==> src/rtl/sig_streamer.sv <==
// Signature dumper: snoops the core's tohost write, halts the core, reads the
// signature region word by word and streams each word as "xxxxxxxx\n" ASCII.
module sig_streamer #(
  parameter logic [31:0] SIG_BEGIN = 32'h0000_5000,
  parameter logic [31:0] SIG_END   = 32'h0000_8000,
  parameter logic [31:0] TOHOST    = 32'h0000_5000
) (
  input  logic        clk,
  input  logic        rst_n,
  input  logic        mem_we,
  input  logic [31:0] mem_waddr,
  input  logic [31:0] mem_wdata,
  output logic        core_halt,
  output logic        rd_en,
  output logic [31:0] rd_addr,
  input  logic [31:0] rd_data,
  output logic [7:0]  tx_data,
  output logic        tx_valid,
  input  logic        tx_ready,
  output logic        done
);

  typedef enum logic [2:0] {IDLE, HALT, READ, CAPT, SEND, DONE} state_t;

  state_t      state, state_nxt;
  logic [31:0] ptr;
  logic [31:0] sr;
  logic [3:0]  k;

  logic trig, empty, last_word, byte_done, last_char;
  logic unused_addr_lsb;

  assign trig      = mem_we && (mem_waddr[31:2] == TOHOST[31:2]) && (mem_wdata == 32'h0000_0001);
  assign empty     = (SIG_BEGIN[31:2] >= SIG_END[31:2]);
  assign last_word = ((ptr[31:2] + 30'd1) == SIG_END[31:2]);
  assign last_char = (k == 4'd8);
  assign byte_done = tx_valid && tx_ready;
  assign unused_addr_lsb = ^mem_waddr[1:0];

  function automatic logic [7:0] hex_char(input logic [3:0] nib);
    if (nib < 4'd10) hex_char = 8'h30 + {4'h0, nib};
    else             hex_char = 8'h57 + {4'h0, nib};
  endfunction

  always_ff @(posedge clk or negedge rst_n) begin
    if (!rst_n) begin
      state <= IDLE;
      ptr   <= SIG_BEGIN;
      sr    <= '0;
      k     <= '0;
    end else begin
      state <= state_nxt;
      if (state == CAPT) begin
        sr <= rd_data;
        k  <= '0;
      end else if (state == SEND && byte_done) begin
        // the top nibble is always the next digit, so shift after each one
        if (last_char) ptr <= ptr + 32'd4;
        else begin
          k  <= k + 4'd1;
          sr <= {sr[27:0], 4'h0};
        end
      end
    end
  end

  // Moore outputs: all decoded from state, so reset clears them asynchronously
  always_comb begin
    state_nxt = state;
    core_halt = 1'b1;
    rd_en     = 1'b0;
    rd_addr   = '0;
    tx_valid  = 1'b0;
    tx_data   = '0;
    done      = 1'b0;
    case (state)
      IDLE: begin
        core_halt = 1'b0;
        if (trig) state_nxt = HALT;
      end
      HALT: state_nxt = empty ? DONE : READ;
      READ: begin
        rd_en     = 1'b1;
        rd_addr   = {ptr[31:2], 2'b00};
        state_nxt = CAPT;
      end
      CAPT: state_nxt = SEND;
      SEND: begin
        tx_valid = 1'b1;
        tx_data  = last_char ? 8'h0A : hex_char(sr[31:28]);
        if (byte_done && last_char) state_nxt = last_word ? DONE : READ;
      end
      DONE: done = 1'b1;
      default: state_nxt = IDLE;
    endcase
  end

endmodule
==> config.mk <==
export PLATFORM = sky130hd
export DESIGN_NAME = sig_streamer
export DESIGN_NICKNAME = d
export VERILOG_FILES = /design/src/rtl/sig_streamer.sv
export SDC_FILE = /design/constraint.sdc
export NUM_CORES = 1
export LEC_CHECK = 0
export CAP_MARGIN = 30
export CORE_ASPECT_RATIO = 0.75
export CORE_UTILIZATION = 47
export CTS_CLUSTER_DIAMETER = 30
export DETAILED_ROUTE_END_ITERATION = 10
export GPL_ROUTABILITY_DRIVEN = 0
export PLACE_DENSITY = 0.86
export SYNTH_ARGS = -nofsm -noshare
export SYNTH_HDL_FRONTEND = slang
export SYNTH_SLANG_ARGS = --single-unit
==> constraint.sdc <==
create_clock -name clk -period 3.3 [get_ports clk]
set_clock_uncertainty 0.05 [all_clocks]
set_input_delay 0.66 -clock clk [delete_from_list [all_inputs] [get_ports clk]]
set_output_delay 0.66 -clock clk [all_outputs]
set_load 0.02 [all_outputs]
* After elaboration in Yosys (flattened, before gate mapping)
Cells that the tools add are included.
** Storage, ports and cells
- Input port bits :: 100
- Bits in registers :: 71
- Output and inout port bits :: 44
- Word-level logic and storage cells :: 52
** Cells by class
- Order comparisons :: 1
- Mux-type cells :: 18
- Equality and inequality tests :: 12
- Reduce and logical (&&, ||, !) cells :: 10
- Bitwise operators :: 2
- Add/sub/neg operators :: 5
** Operators with widths (count)
- 32-bit 2-to-1 mux :: 4
- 32-bit by 3-bit adder with 32-bit output (second input constant) :: 1
- 32-bit by 1-bit == test with 1-bit output (second input constant) :: 1
- 30-bit by 1-bit adder with 30-bit output (second input constant) :: 1
- 30-bit by 13-bit == test with 1-bit output (second input constant) :: 1
- 30-bit by 14-bit == test with 1-bit output (second input constant) :: 1
- 8-bit 2-to-1 mux :: 3
- 3-bit case mux with 6 select lines :: 1
- 4-bit 2-to-1 mux :: 3
- 3-bit 2-to-1 mux :: 3
- 7-bit by 4-bit adder with 8-bit output (first input constant) :: 1
- 6-bit by 4-bit adder with 7-bit output (first input constant) :: 1
- 3-bit by 2-bit == test with 1-bit output (second input constant) :: 2
- 3-bit == test (second input constant) :: 2
- 3-bit AND reduction :: 2
- 1-bit logical AND :: 5
- 4-bit by 1-bit adder with 4-bit output (second input constant) :: 1
- 4-bit == test (second input constant) :: 1
- 4-bit less-than comparator (second input constant) :: 1
- 1-bit 2-to-1 mux :: 4
- 2-bit by 1-bit != test with 1-bit output (second input constant) :: 2
- 3-bit by 1-bit == test with 1-bit output (second input constant) :: 1
- 3-bit zero test :: 1
- 2-bit != test (second input constant) :: 1
- 3 further kinds :: 4

* Depth between registers and ports, before layout
Gate-level depths: netlist (run 1).
- Word-level depth :: 6
- Gate-level depth with buffers :: 11

* Worst setup path after synthesis (run 1)
No wires, ideal clock.
- Path type :: reg2reg
- Start :: register state[1]
- End :: register sr[10]
- Data arrival time :: 2496 ps
- Path buffers :: 3
- Required time :: 3168 ps
- Setup slack :: 672 ps
- Cell stages (with the launch flop) :: 11
- Cells stage by stage :: dfrtp_1 buf_2 nand2b_1 nor2_1 o21ai_0 inv_1 and2_1 clkbuf_1 clkbuf_1 nand2_1 a31oi_1
** Between the ends
- Longest elaborated chain between the ends :: 6
- Elaborated cells between the ends (all ways) :: 9
** Ends and longest elaborated chain
- start, declared :: line 25 : state_t state, state_nxt;
- start signal, assigned :: line 52 : state <= state_nxt;
- 3-bit == test :: line 76 : case (state)
- 1-bit 2-to-1 mux :: line 76
- named net tx_valid :: line 18 : output logic tx_valid,
- 1-bit logical AND :: line 37 : assign byte_done = tx_valid && tx_ready;
- 1-bit logical AND :: line 56 : end else if (state == SEND && byte_done) begin
- 2-bit nonzero test (no source line)
- 2-bit AND reduction (no source line)
- end signal, assigned :: line 54 : sr <= rd_data;
- end signal, assigned :: line 61 : sr <= {sr[27:0], 4'h0};
- end, declared :: line 27 : logic [31:0] sr;
The timed path passes the listed nets, and every way through them passes these cells.
A chain may end at the register's enable or synchronous reset.

* Final worst setup path (run 1)
- Start :: register state[1]
- End :: output tx_data[4]
** Between the ends
- Longest elaborated chain between the ends :: 2
** Ends and longest elaborated chain
- 3-bit == test :: line 76
- 8-bit 2-to-1 mux :: line 76
- end, declared :: line 17 : output logic [7:0] tx_data,
No other way between the ends.

==> results.py, run 1 <==
metrics = {
    "logic_synthesis": {
        "yosysWarnings": 0,
        "synth_cells": 524,
        "synth_top_area_share_pct": 38.9,
        "synthTopCellsByCount": "nand2_1 (97), dfrtp_1 (67), nor2_1 (48)",
        "synth_cell_types": 62,
        "synth.largest_area_cell": "dfrtp_1",
        "yosysMostFrequentCell": "nand2_1",
        "synth_flop_cell": "dfrtp_1",
        "synth-seq-cells": 69,
        "ys_seq_area_share_pct": 40.1,
        "synth_edf_count": 0,
        "async_flop_share_pct": 100,
        "synth_area_sq_um": 4310,
        "yosys-top-cells-area": "dfrtp_1 (39%), nand2_1 (8.4%), xnor2_1 (5.1%)",
        "avgSynthCellArea_sq_um": 8.23,
    },
    "power": {
        "p_leak_nw": 2.51,
        "peakVddDrop_v": 0.000368,
        "total_power_mw": 3.48,
        "p_per_area_nw_per_um2": 572,
    },
    "drt": {
        "drt-pass1-iter-count": 5,
        "top_layer_used": "met4",
        "route.met2.wl_microns": 5940,
        "wire_per_inst_microns": 15.8,
        "drt_iter0_drc": 277,
        "ant_nets": 0,
        "route.met3.wl_microns": 864,
        "wl_met1_microns": 4870,
        "drc": 0,
        "route.final.wire_length_microns": 11900,
        "vias": 4359,
        "viasPerCell": 5.78,
    },
    "timing": {
        "worst_pin_slew_ns": 0.531,
        "timing.final.hold_violations": 0,
        "period_share_pct": 94.4,
        "rsz0062_at_grt": "no",
        "setup_viol": 0,
        "timing.fmax_mhz": 321,
        "tns_ns": 0,
        "slew_headroom_pct": 64.6,
        "post-route-min-period_ns": 3.12,
        "whs_ns": 0.205,
        "fin_ws_ns": 0.184,
        "slew_violations": 0,
    },
    "global_routing": {
        "antenna_found_initial": 0,
        "grt_max_degree": 61,
        "first_global_vias": 4235,
        "overflow": 0,
        "track_usage_pct": 26.4,
        "grt_first_pass_wirelength_microns": 19900,
    },
    "finish": {
        "fillers": 643,
        "finalNetCount": 745,
        "multi_input_area_sq_um": 2360,
        "seqCellArea_sq_um": 1730,
        "final_design_area_no_fill_sq_um": 6080,
        "final_layout_size_suffix_gt1_share_pct": 7.12,
        "stdcell_count": 754,
        "fin_util_pct": 70.1,
        "num_antenna_cells": 0,
        "area_growth_pct": 40.9,
    },
    "critical_path": {
        "cp.arrival_ns": 2.41,
        "startpoint_type": "flip-flop",
        "critPathRequiredTime_ns": 2.59,
        "endpoint_kind": "primary output",
        "path_class": "flip-flop to primary output",
        "critPathMaxFanout": 8,
    },
    "placed_design": {
        "dp.cells": 738,
        "place_area_sq_um": 5710,
        "hpwl_microns": 8860,
        "preCtsSetupSlack_ns": 0.446,
        "io_buffers": 138,
    },
    "clock_network": {
        "postCtsSetupRepairBufs": 0,
        "cts_tree": "built",
        "cts_root_buf": "clkbuf_16",
        "clk_pin_slew_ns": 0.06,
        "clk_latency_ns": 0.33,
        "clock_path_buffers": 2,
        "cts_buffers": 9,
        "cts_sinks": 69,
        "cts_max_level": 3,
    },
    "outcome": {
        "status": "completed",
    },
    "floorplanning": {
        "core_area_sq_um": 8670,
        "num_rows": 29,
        "dieHeight_microns": 85.0,
        "start_util_pct": 49.7,
        "die_w_microns": 113,
        "ios": 144,
        "dieArea_sq_um": 9570,
    },
    "job": {
        "max_cap_violations": 0,
    },
    "min_path": {
        "min_path_type": "primary input to asynchronous set/reset pin",
    },
}
[report_power, final]
group / internal (mW) / leakage [nW] / total (mW) / switching, mW
clock: 0.820 / 0.180 / 1.19 / 0.374
combinational: 0.465 / 1.43 / 1.01 / 0.542
sequential: 1.08 / 0.901 / 1.28 / 0.199
total: 2.36 / 2.51 / 3.48 / 1.11
[cell type report]
| cell class | count | share of cell area, % |
|---|---|---|
| multi-input combinational | 405 | 38.9 |
| sequential | 69 | 28.4 |
| timing repair buffer | 147 | 23.8 |
| clock buffer | 9 | 3.71 |
| clock inverter | 7 | 2.41 |
| tap | 108 | 2.22 |
| inverter | 9 | 0.556 |
[layout by cell type, fill, tap and decap left out, types with 3 or more instances in the layout]
cell	synthesis	final
a211oi_1	3	3
a21oi_1	12	12
a31oi_1	30	30
and2_1	29	29
and2_2	3	3
and3_1	9	9
and4_1	4	4
buf_4	4	9
bufinv_16	0	4
clkbuf_16	0	9
clkdlybuf4s50_1	0	137
conb_1	1	3
dfrtp_1	67	67
ha_1	4	4
inv_1	9	9
nand2_1	97	97
nand2b_1	3	3
nand3_1	21	20
nand4_1	16	16
nor2_1	48	48
nor3_1	12	12
nor4_1	19	19
nor4b_1	3	3
o21ai_0	12	11
or3_1	5	5
xnor2_1	25	25
xor2_1	11	11
[worst paths after layout]
check | from | to | slack (ns) | cells after the start
max in group asynchronous | rst_n | sr[23] | 2.23 | 2
min in group clk | sr[0] | sr[0] | 0.48 | 2
worst min register to register | sr[0] | sr[0] | 0.48 | 2
worst max-delay path | state[1] | tx_data[4] | 0.18 | 5
worst max register to register | ptr[2] | state[1] | 0.39 | 8
worst min-delay path | rst_n | ptr[18] | 0.21 | 1
[critical path, cell delays in order, from the launching register on]
cell	delay, ns
dfrtp_1	0.47
nand2b_1	0.24
nor2_1	0.31
o21ai_1	0.23
a21oi_1	0.20
clkdlybuf4s50_1	0.63
[layer usage]
metal	vias up	track usage [%]
met3	22	6.21
met2	208	45.8
met5	-	0
met4	0	7.88
li1	2064	-
met1	2065	32.8
[sequential cells by signal (all words and copies together) (netlist names)]
| name | flops |
|---|---|
| k | 4 |
| state | 3 |
| ptr | 30 |
| sr | 32 |
[cells by family (layout without fill, tap and decap cells)]
logic type                 count (synthesis)  after routing  synth area share, %
other                                      1              3               0.0869
adders and majority gates                  4              4                 1.16
and+or+nand+nor                          286            286                 34.4
muxes                                      3              3                0.725
xor gates and xnor gates                  36             36                 7.31
AOI/OAI and AO/OA                         73             73                 10.8
buffers and inverters                     52            172                 5.39
DFF                                       69             69                 40.1
[what timing repair did]
action	CTS	global route
hold buffers	0	0
resized for setup	0	1
endpoints found under the setup margin	0	2
Note: power is estimated with default switching activity, not from simulation.
==> run 2: changes to the inputs <==
==> constraint.sdc (replaced) <==
create_clock -name clk -period 3.3 [get_ports clk]
set_clock_uncertainty 0.05 [all_clocks]
set_input_delay 0.495 -clock clk [delete_from_list [all_inputs] [get_ports clk]]
set_output_delay 0.495 -clock clk [all_outputs]
set_load 0.02 [all_outputs]
==> results.py, run 2 (same netlist as run 1, synthesis figures left out) <==
metrics = {
    "finish": {
        "final_layout_size_suffix_gt1_share_pct": 6.98,
        "finalNetCount": 744,
        "regMostFlops": "sr",
        "largestRegisters": "sr (32), ptr (30), k (4)",
        "area_growth_pct": 39.1,
        "final_cell_mix": "clkdlybuf4s50_1 (137), nand2_1 (97), dfrtp_1 (67)",
        "layout_commonest_cell": "clkdlybuf4s50_1",
        "largest_reg_flops": 32,
        "num_antenna_cells": 0,
        "fillers": 698,
    },
    "timing": {
        "setup_viol": 0,
        "timing.final.hold_violations": 0,
        "worst_pin_slew_ns": 0.869,
        "slew_headroom_pct": 42.1,
        "tns_ns": 0,
        "period_share_pct": 92.8,
        "slew_violations": 0,
        "post-route-min-period_ns": 3.06,
        "timing.fmax_mhz": 327,
        "rsz0062_at_grt": "no",
    },
    "drt": {
        "vias": 4387,
        "drt_iter0_drc": 366,
        "route.final.wire_length_microns": 12000,
        "drt-pass1-iter-count": 6,
        "ant_nets": 0,
        "drc": 0,
        "wire_per_inst_microns": 15.9,
        "viasPerCell": 5.83,
    },
    "global_routing": {
        "met3_usage_pct": 5.93,
        "track_usage_pct": 25.7,
        "first_global_vias": 4013,
        "overflow": 0,
        "antenna_found_initial": 0,
        "use_met2_pct": 44.9,
        "met1_usage_pct": 32.4,
        "grt_max_degree": 70,
        "grt_first_pass_wirelength_microns": 19300,
        "grt_busiest_layer": "met2",
    },
    "power": {
        "peakVddDrop_v": 0.000405,
        "p_leak_nw": 2.47,
        "total_power_mw": 3.25,
        "p_per_area_nw_per_um2": 541,
    },
    "critical_path": {
        "critPathRequiredTime_ns": 2.75,
        "endpoint_kind": "primary output",
        "critPathMaxFanout": 8,
        "startpoint_type": "flip-flop",
        "cp.arrival_ns": 2.52,
        "path_class": "flip-flop to primary output",
    },
    "floorplanning": {
        "core_area_sq_um": 8670,
        "die_w_microns": 113,
        "num_rows": 29,
        "ios": 144,
        "start_util_pct": 49.7,
        "dieHeight_microns": 85.0,
        "dieArea_sq_um": 9570,
    },
    "job": {
        "max_cap_violations": 0,
    },
    "clock_network": {
        "cts_sinks": 69,
        "holdBufCountCts": 0,
        "clock_path_buffers": 2,
        "clk_pin_slew_ns": 0.06,
        "clk_latency_ns": 0.33,
        "cts_root_buf": "clkbuf_16",
        "cts_max_level": 3,
        "postCtsSetupRepairBufs": 0,
        "cts_resized": 0,
        "cts_buffers": 9,
        "cts_tree": "built",
    },
    "outcome": {
        "status": "completed",
    },
    "min_path": {
        "min_path_type": "primary input to asynchronous set/reset pin",
    },
    "placed_design": {
        "io_buffers": 138,
        "hpwl_microns": 8610,
    },
}
## run 2: cell types whose count changed in the layout (fill, tap and decap cells not counted), sizes merged
cell and change:
buf -1, bufinv -3, clkinvlp +3
## run 2: per-stage QoR
stage               cell area [sq um]  setup WS, ns  hold WS [ns]  std cells  util (%)
finish                           6000         0.239         0.303        753      69.2
global route                     6000         0.132         0.386        753      69.2
CTS                              6000         0.239         0.348        753      69.2
detailed placement               5700         0.498         0.469        737      65.7
global placement                 5700         0.537         0.463        737      65.7
floorplan                        4320         0.672         0.149        526         -
## run 2: layer usage
| layer | vias to the layer above | part of all wire (%) | routed length (microns) |
|---|---|---|---|
| met3 | 22 | 8.0 | 954 |
| met2 | 237 | 50 | 6030 |
| met1 | 2072 | 40 | 4830 |
| met5 | - | 0 | 0 |
| li1 | 2056 | - | - |
| met4 | 0 | 1.5 | 180 |
## run 2: area by class of cell
| class | count | area [sq um] | area share (%) |
|---|---|---|---|
| Sequential cell | 69 | 1730 | 28.8 |
| Timing Repair Buffer | 146 | 1440 | 23.9 |
| Tap cell | 108 | 135 | 2.25 |
| Inverter | 9 | 33.8 | 0.563 |
| Clock buffer | 9 | 225 | 3.75 |
| Multi-Input combinational cell | 405 | 2360 | 39.4 |
| Clock inverter | 7 | 75.1 | 1.25 |
## run 2: where the power goes
part           switching (mW)  internal, mW  total (mW)
Combinational           0.552         0.466        1.02
Sequential              0.195          1.08        1.27
Clock                   0.369         0.587       0.955
Total                    1.12          2.13        3.25
## run 2: path summary, 6_finish.rpt
path	start	endpoint	slack, ns	cells past startpoint
max in group asynchronous	rst_n	sr[20]	2.32	2
min in group clk	ptr[31]	ptr[31]	0.47	1
min	rst_n	ptr[17]	0.30	2
min reg2reg	ptr[31]	ptr[31]	0.47	1
max reg2reg	ptr[2]	state[1]	0.44	8
max	state[1]	tx_data[4]	0.24	5
## run 2: worst max-delay path, stage by stage (launching register included)
cell	delay, ns
dfrtp_1	0.47
nand2b_1	0.24
nor2_1	0.27
o21ai_0	0.30
a21oi_1	0.26
clkdlybuf4s50_1	0.65
==> run 3: changes to the inputs <==
- CORE_MARGIN: not set -> 3
==> results.py, run 3 (same netlist as run 1, synthesis figures left out) <==
metrics = {
    "finish": {
        "area_growth_pct": 40.9,
        "largestRegisters": "sr (32), ptr (30), k (4)",
        "num_antenna_cells": 0,
        "final_layout_size_suffix_gt1_share_pct": 7.55,
        "finalNetCount": 748,
        "fillers": 661,
        "final_cell_mix": "clkdlybuf4s50_1 (137), nand2_1 (97), dfrtp_1 (67)",
        "largest_reg_flops": 32,
        "layout_commonest_cell": "clkdlybuf4s50_1",
        "regMostFlops": "sr",
    },
    "clock_network": {
        "postCtsSetupRepairBufs": 0,
        "clk_pin_slew_ns": 0.06,
        "clock_path_buffers": 2,
        "cts_sinks": 69,
        "cts_buffers": 9,
        "cts_max_level": 3,
        "holdBufCountCts": 0,
        "clk_latency_ns": 0.33,
        "cts_resized": 0,
        "cts_tree": "built",
        "cts_root_buf": "clkbuf_16",
    },
    "global_routing": {
        "track_usage_pct": 24.7,
        "grt_max_degree": 61,
        "grt_first_pass_wirelength_microns": 20200,
        "overflow": 0,
        "antenna_found_initial": 0,
        "first_global_vias": 4230,
    },
    "min_path": {
        "min_path_type": "primary input to asynchronous set/reset pin",
    },
    "placed_design": {
        "io_buffers": 138,
        "hpwl_microns": 9240,
    },
    "power": {
        "p_int_mw": 2.26,
        "combPwrFrac_pct": 30.3,
        "pwr-share-clk_pct": 31.8,
        "power_frac_seq_pct": 37.9,
        "power.switching_mw": 1.11,
        "peakVddDrop_v": 0.000301,
        "p_per_area_nw_per_um2": 554,
        "p_leak_nw": 2.51,
        "switching_share_pct": 33.0,
    },
    "timing": {
        "timing.fmax_mhz": 328,
        "period_share_pct": 92.4,
        "setup_viol": 0,
        "tns_ns": 0,
        "slew_headroom_pct": 60.9,
        "whs_ns": 0.111,
        "slew_violations": 0,
        "post-route-min-period_ns": 3.05,
        "rsz0062_at_grt": "no",
        "worst_pin_slew_ns": 0.586,
        "timing.final.hold_violations": 0,
    },
    "drt": {
        "drt-pass1-iter-count": 6,
        "drt_iter0_drc": 357,
        "ant_nets": 0,
        "vias": 4405,
        "route.final.wire_length_microns": 12400,
        "drc": 0,
        "wire_per_inst_microns": 16.4,
        "viasPerCell": 5.82,
    },
    "critical_path": {
        "startpoint_type": "flip-flop",
        "cp.arrival_ns": 2.51,
        "critical_path.slowest_cell": "clkdlybuf4s50_1",
        "cp_cell_sequence": "nand2b_1 > nor2_1 > o21ai_0 > a21oi_1 > clkdlybuf4s50_1",
        "cp_num_buf_inv": 1,
        "r2r_slack_ns": 0.44,
        "endpoint_kind": "primary output",
        "cp_top_family": "buffers and inverters",
        "critPathRequiredTime_ns": 2.75,
        "path_class": "flip-flop to primary output",
        "cpPeakStageDelay_ns": 0.63,
        "critPathMaxFanout": 8,
    },
    "outcome": {
        "status": "completed",
    },
    "floorplanning": {
        "die_w_microns": 117,
        "dieArea_sq_um": 10400,
        "dieHeight_microns": 89.0,
        "ios": 144,
        "core_area_sq_um": 8710,
        "start_util_pct": 49.5,
        "num_rows": 29,
    },
    "job": {
        "max_cap_violations": 0,
    },
}
run 3: final cells by class:
class	count	area [sq um]	share of cell area (%)
clock buffers	11	253	4.16
clock inverters	5	82.6	1.36
inverters	9	33.8	0.556
multi-input cells	405	2360	38.9
flip-flops and latches	69	1730	28.5
well taps	108	135	2.22
repair buffers	150	1480	24.3
run 3: power groups by stage:
stage          registers, mW  clock network, mW  logic (mW)
4_1_cts                 1.27               1.08        1.02
2_1_floorplan           1.21                  0       0.667
5_1_grt                 1.31               1.12        1.15
3_3_place_gp            1.26                  0       0.971
3_5_place_dp            1.27                  0        1.01
6_report                1.28               1.07        1.02
run 3: final timing paths:
path                          start  cells past startpoint          to
hold / removal                rst_n                      1     ptr[20]
setup / recovery           state[1]                      5  tx_data[4]
max in group asynchronous     rst_n                      3       sr[1]
hold reg to reg               sr[2]                      2       sr[2]
setup reg to reg             ptr[2]                      8    state[1]
min in group clk              sr[2]                      2       sr[2]
run 3: through the flow:
step	power, mW	instances	setup WS, ns	area (sq um)	utilization, %
2_1_floorplan	1.87	526	0.672	4320	-
3_3_place_gp	2.24	740	0.546	5720	65.7
3_5_place_dp	2.29	741	0.495	5740	65.9
4_1_cts	3.37	757	0.300	6080	69.8
5_1_grt	3.58	757	0.0749	6080	69.8
6_report	3.37	757	0.250	6080	69.8
run 3: layer usage:
layer	vias up	routed length [microns]	GRT usage [%]
met5	-	0	0
met2	270	6150	42.5
met4	0	278	7.92
met3	32	1070	6.16
li1	2068	-	-
met1	2035	4930	31.1
